===== src/rtl/if_fetch_unit.sv =====
// Instruction-fetch stage: owns the PC, drives a synchronous-read imem, presents IR/PC to IF/ID.
// Latency: one cycle from imem_addr to IR_out/PC_out; redirect costs exactly one bubble.
// Backpressure: EN=0 holds PC state and re-reads the held address so IR_out stays stable.
//
// Ports:
//   clk, rst_n          rising-edge clock, synchronous active-low reset
//   EN                  IF/ID enable (0 = stall)
//   redirect            EX-stage taken branch/jump
//   redirect_pc         redirect target (bits [1:0] ignored)
//   imem_addr           address to synchronous instruction memory
//   imem_rdata          memory data for last cycle's address
//   IR_out, PC_out      instruction and its PC toward IF/ID
//   CLR                 IF/ID clear (bubble insert)
//   fetch_cnt           instructions accepted by IF/ID
//   stall_cnt           cycles a valid instruction was held by EN=0
module if_fetch_unit #(
    parameter logic [31:0] RESET_PC = 32'h0000_0000
) (
    input  logic        clk,
    input  logic        rst_n,
    input  logic        EN,
    input  logic        redirect,
    input  logic [31:0] redirect_pc,
    output logic [31:0] imem_addr,
    input  logic [31:0] imem_rdata,
    output logic [31:0] IR_out,
    output logic [31:0] PC_out,
    output logic        CLR,
    output logic [31:0] fetch_cnt,
    output logic [31:0] stall_cnt
);

    logic [31:0] fetch_pc;
    logic [31:0] resp_pc;
    logic        resp_valid;

    logic [31:0] target_pc;
    logic        advance;
    logic        count_fetch;
    logic        count_stall;

    assign target_pc   = {redirect_pc[31:2], 2'b00};
    // A new address is issued whenever IF/ID consumes the current one, or
    // when nothing valid is outstanding yet (startup / after reset).
    assign advance     = EN | ~resp_valid;
    assign count_fetch = EN & resp_valid & ~redirect;
    assign count_stall = ~EN & resp_valid & ~redirect;

    assign IR_out = imem_rdata;
    assign PC_out = resp_pc;

    always_comb begin
        imem_addr = fetch_pc;
        CLR       = 1'b0;
        if (!rst_n) begin
            imem_addr = RESET_PC;
            CLR       = 1'b1;
        end else if (redirect) begin
            imem_addr = target_pc;
            CLR       = 1'b1;
        end else if (advance) begin
            imem_addr = fetch_pc;
            // Bubble only while IF/ID is actually capturing; a stalled
            // ID-stage instruction must never be cleared.
            CLR       = ~resp_valid & EN;
        end else begin
            // Re-read the held address so the sync memory keeps IR_out stable.
            imem_addr = resp_pc;
            CLR       = 1'b0;
        end
    end

    always_ff @(posedge clk) begin
        if (!rst_n) begin
            fetch_pc   <= RESET_PC;
            resp_pc    <= 32'h0000_0000;
            resp_valid <= 1'b0;
            fetch_cnt  <= 32'h0000_0000;
            stall_cnt  <= 32'h0000_0000;
        end else begin
            if (redirect) begin
                resp_pc    <= target_pc;
                resp_valid <= 1'b1;
                fetch_pc   <= target_pc + 32'd4;
            end else if (advance) begin
                resp_pc    <= fetch_pc;
                resp_valid <= 1'b1;
                fetch_pc   <= fetch_pc + 32'd4;
            end
            if (count_fetch) fetch_cnt <= fetch_cnt + 32'd1;
            if (count_stall) stall_cnt <= stall_cnt + 32'd1;
        end
    end

endmodule

===== config.mk =====
export PLATFORM = sky130hd
export DESIGN_NAME = if_fetch_unit
export DESIGN_NICKNAME = d
export VERILOG_FILES = /design/src/rtl/if_fetch_unit.sv
export SDC_FILE = /design/constraint.sdc
export NUM_CORES = 1
export LEC_CHECK = 0
export ABC_AREA = 1
export CAP_MARGIN = 5
export CORE_ASPECT_RATIO = 1.2
export CORE_UTILIZATION = 65
export DETAILED_ROUTE_END_ITERATION = 10
export DONT_BUFFER_PORTS = 1
export PLACE_DENSITY = 0.81
export SYNTH_ARGS = -nofsm -noshare
export SYNTH_HDL_FRONTEND = slang
export SYNTH_SLANG_ARGS = --single-unit

===== constraint.sdc =====
create_clock -name clk -period 5.1 [get_ports clk]
set_clock_uncertainty 0.2 [all_clocks]
set_input_delay 1.02 -clock clk [delete_from_list [all_inputs] [get_ports clk]]
set_output_delay 1.02 -clock clk [all_outputs]
set_load 0.02 [all_outputs]

Word level (Yosys, flattened, before mapping)
Cells that the tools add are included.
Word-level totals
  logic and storage cells: 29
  flip-flop bits (word level): 129
Operators by class
  bitwise gates (word level): 9
  reductions and logical operators: 1
  mux-type cells: 10
  add/sub/neg operators: 4
Operators by type and width (number)
  32-bit two-way mux: 5
  32-bit by 1-bit adder with 32-bit output, second input constant: 2
  32-bit by 3-bit adder with 32-bit output, second input constant: 2
  1-bit AND: 5
  1-bit two-way mux: 5
  1-bit inverter: 3
  2-bit nonzero test: 1
  1-bit bitwise OR: 1

Logic depth before layout (Yosys ltp)
  depth in word-level cells: 5
  mapped depth: 14
  gate-level depth less buffers: 13

Worst setup path after synthesis
OpenSTA, ideal clock, no wires.
  kind: input to output
  start point: input port redirect
  end point: output port imem_addr[4]
  arrival time: 2.281 ns
  data required time: 3.880 ns
  stages on the path: 6
  slack: 1.599 ns
  cells stage by stage: inv_2 buf_6 nand2_4 buf_2 buf_2 a221oi_1
On the way
  longest elaborated chain between the ends: 2
Ends and longest elaborated chain
  start, declared: RTL line 22  | input logic redirect,
  32-bit two-way mux (2 in series)
  end, declared: RTL line 24  | output logic [31:0] imem_addr,
Every way passes these cells.

Final worst setup path
  start point: input port EN
  end point: output port imem_addr[2]
On the way
  longest elaborated chain between the ends: 4
Ends and longest elaborated chain
  start, declared: RTL line 21  | input logic EN,
  1-bit bitwise OR: RTL line 45  | assign advance = EN | ~resp_valid;
  32-bit two-way mux (3 in series)
Every way passes these cells.

==> impl_metrics.yaml <==
worst_setup_path:
  worstSetupPathType: "in -> out"
  critPathCaptureType: "primary output"
  cp.arrival_ns: 2.74
  startpoint_type: "input pin"
  critPathMaxFanout: 24
  critPathSlowestCell: "a211oi_1"
  crit_chain: "nor2_8 -> nand2_4 -> inv_1 -> nor2_1 -> a211oi_1"
  max_stage_delay_ns: 0.81
  required_ns: 3.88
sta:
  maxSlewHeadroom_pct: 32.1
  max_freq_ghz: 0.253
  period_share_pct: 77.6
  finalHoldViolCount: 0
  hold_ws_ns: 0.268
  fin_crit_ns: 3.96
  slew_violations: 0
  setup_viol: 0
  rsz0062_at_grt: "false"
  worst_pin_slew_ns: 1.01
  fin_tns_setup_ns: 0
logic_synthesis:
  synth_edf_count: 0
  synth_xor_area_share_pct: 1.42
  synth_fp_nets: 1200
  synth_warnings: 0
  netlist_area_sq_um: 7390
  synth.distinct_cells: 44
  ys_seq_area_share_pct: 34.4
  synth_top_family_by_area: "simple AND/OR/NAND/NOR gates"
  synth-async-reset-ratio_pct: 0
  ys.flop_type: "dfxtp_1"
  postSynthCellCount: 1129
  synth_simple_gate_area_share_pct: 38.5
  synthAdderAreaFrac_pct: 0.508
  synthMuxAreaShare_pct: 0
  avgSynthCellArea_sq_um: 6.55
  synth-compound-area-share_pct: 12.6
  synth_seq_cells: 127
grt:
  antenna_found_initial: 0
  grt_first_pass_wirelength_um: 29400
  grt_pass1_vias: 6377
  grt_start_max_net_pins: 54
  grt_use_total_pct: 31.0
  overflow: 0
power:
  power_mw: 2.44
  p_leak_nw: 3.26
  powerDensity_nw_per_um2: 315
  ir_drop_uv: 183
clock_network:
  cts_buffers: 17
  post_cts_buffers: 0
  ctsHoldBuffers: 0
  clock-root-buffer: "clkbuf_16"
  htree_levels: 4
  cts_sinks: 127
  cts_tree: "done"
  clock_latency_ns: 0.41
  clk_pin_slew_worst_paths_ns: 0.05
  cts.repair.resized: 0
  cts_buffer_depth: 2
floorplan:
  die_h_um: 119
  die-area_sq_um: 11800
  initial_utilization_pct: 67.0
  core_area_sq_um: 11000
  row_count: 42
  die_x_um: 99.3
  io_pins: 229
cells_and_area:
  finalNetCount: 1159
  n_fill_cell: 983
  diodes: 0
  drive_gt1_share_pct: 10.1
  syn2layout_area_growth_pct: 4.79
routing:
  drtAntennaViolNets: 0
  dr.pass1.iters: 5
  wire_per_inst_um: 14.4
  vias_per_cell: 5.61
  totalWireLength_um: 17800
  drc: 0
  vias: 6902
  drt_iter0_markers: 347
min_path:
  hp-class: "reg -> reg"
job:
  max-cap-violations: 0
placed_design:
  place_congestion: 0.958
  port_buffers: 0
  dp_hpwl_um: 12800
outcome:
  outcome: "finished, final reports clean"
==> routing by layer <==
metal	track usage, %	share of wire (%)	vias up
li1	-	-	3498
met1	34.7	40	3146
met2	53.7	50	215
met3	8.80	6.7	43
met4	15.0	3.5	0
met5	0	0	-
==> area by class of cell <==
| type | instances | area (sq um) | share of cell area [%] |
|---|---|---|---|
| clock buffers | 20 | 457 | 5.90 |
| clock inverters | 10 | 115 | 1.49 |
| inverters | 128 | 480 | 6.20 |
| multi-input cells | 806 | 3930 | 50.7 |
| repair buffers | 8 | 60.1 | 0.775 |
| flip-flops and latches | 127 | 2540 | 32.8 |
| well taps | 132 | 165 | 2.13 |
==> flip-flops by register name, summed over array words and instances (netlist names) <==
signal	count
PC_out	32
fetch_cnt	32
stall_cnt	32
fetch_pc	30
resp_valid	1
==> where the power goes <==
part	internal [mW]	leakage (nW)	switching [mW]
Clock	0.737	0.274	0.430
Sequential	1.03	1.04	0.0432
Combinational	0.0560	1.95	0.144
==> cells in the final DEF, fill, tap and decap left out, types with 2 or more instances in the layout <==
cell,count
a221oi_1,2
o21ai_1,4
clkinv_4,2
nand4_1,10
clkinvlp_4,3
nand2_2,24
nor3_2,4
nor2_2,14
nand2_1,305
o31ai_1,2
clkinv_2,3
dfxtp_1,127
nand2_4,5
a211oi_1,4
nand3b_1,4
clkbuf_16,17
o21ai_0,56
buf_4,8
xnor2_1,6
a31oi_1,2
nor2_8,3
nor3_1,25
nor3b_1,4
nor2_4,14
xor2_1,6
inv_1,123
nor2_1,133
ha_1,3
o21bai_1,6
a21oi_1,86
nand3_1,66
clkbuf_8,2
inv_2,5
o22ai_1,8
bufinv_16,2
==> metrics by stage <==
step / util (%) / std cells / setup slack [ns] / instance area (sq um)
final: 70.2 / 1231 / 1.14 / 7740
after global routing: 70.2 / 1231 / 1.04 / 7740
after CTS: 70.2 / 1231 / 1.17 / 7740
after detailed placement: 65.0 / 1201 / 1.17 / 7170
after global placement: 65.0 / 1201 / 1.16 / 7170
after floorplan: - / 1129 / 1.60 / 7390
==> Yosys cell counts, types with 2 or more instances <==
| master | n | area (sq um) |
|---|---|---|
| nand3b_1 | 4 | 30.0 |
| buf_2 | 8 | 40.0 |
| nand2_1 | 305 | 1140 |
| o22ai_1 | 8 | 50.1 |
| a211oi_1 | 4 | 30.0 |
| dfxtp_1 | 127 | 2540 |
| a31oi_1 | 2 | 12.5 |
| nor3_2 | 4 | 40.0 |
| inv_1 | 124 | 465 |
| o21bai_1 | 6 | 45.0 |
| nor2_2 | 14 | 87.6 |
| inv_2 | 4 | 15.0 |
| xor2_1 | 6 | 52.6 |
| buf_4 | 33 | 248 |
| nand2_2 | 24 | 150 |
| nand4_1 | 10 | 62.6 |
| nor2_1 | 133 | 499 |
| a221oi_1 | 2 | 17.5 |
| nand3_1 | 66 | 330 |
| nor3_1 | 25 | 125 |
| o21ai_0 | 56 | 280 |
| nor3b_1 | 4 | 30.0 |
| nand2_4 | 5 | 56.3 |
| buf_6 | 5 | 56.3 |
| o21ai_1 | 4 | 20.0 |
| nor2_8 | 3 | 60.1 |
| xnor2_1 | 6 | 52.6 |
| ha_1 | 3 | 37.5 |
| a21oi_1 | 86 | 430 |
| o31ai_1 | 2 | 15.0 |
| nor2_4 | 14 | 158 |
| clkbuf_1 | 20 | 75.1 |
==> worst max-delay path, delay by kind of cell <==
family | cells | cell delay, ns
compound gates | 1 | 0.81
buf+inv | 1 | 0.39
simple gates | 3 | 0.51
==> cells by family (layout without fill, tap and decap cells) <==
| family | count (synthesis) | count (layout) |
|---|---|---|
| buf+inv | 196 | 166 |
| compound gates | 174 | 174 |
| flops | 127 | 127 |
| simple gates | 617 | 617 |
| fa+ha+maj | 3 | 3 |
| xor+xnor | 12 | 12 |
==> path summary, 6_finish.rpt <==
| kind | slack [ns] | from | end | cells past startpoint |
|---|---|---|---|---|
| worst max-delay path | 1.14 | EN | imem_addr[2] | 5 |
| worst min-delay path | 0.27 | fetch_pc[4] | fetch_pc[4] | 2 |
| worst max register to register | 2.50 | resp_valid | PC_out[2] | 6 |
| worst min register to register | 0.27 | fetch_pc[4] | fetch_pc[4] | 2 |
(Power assumes the default switching activity.)
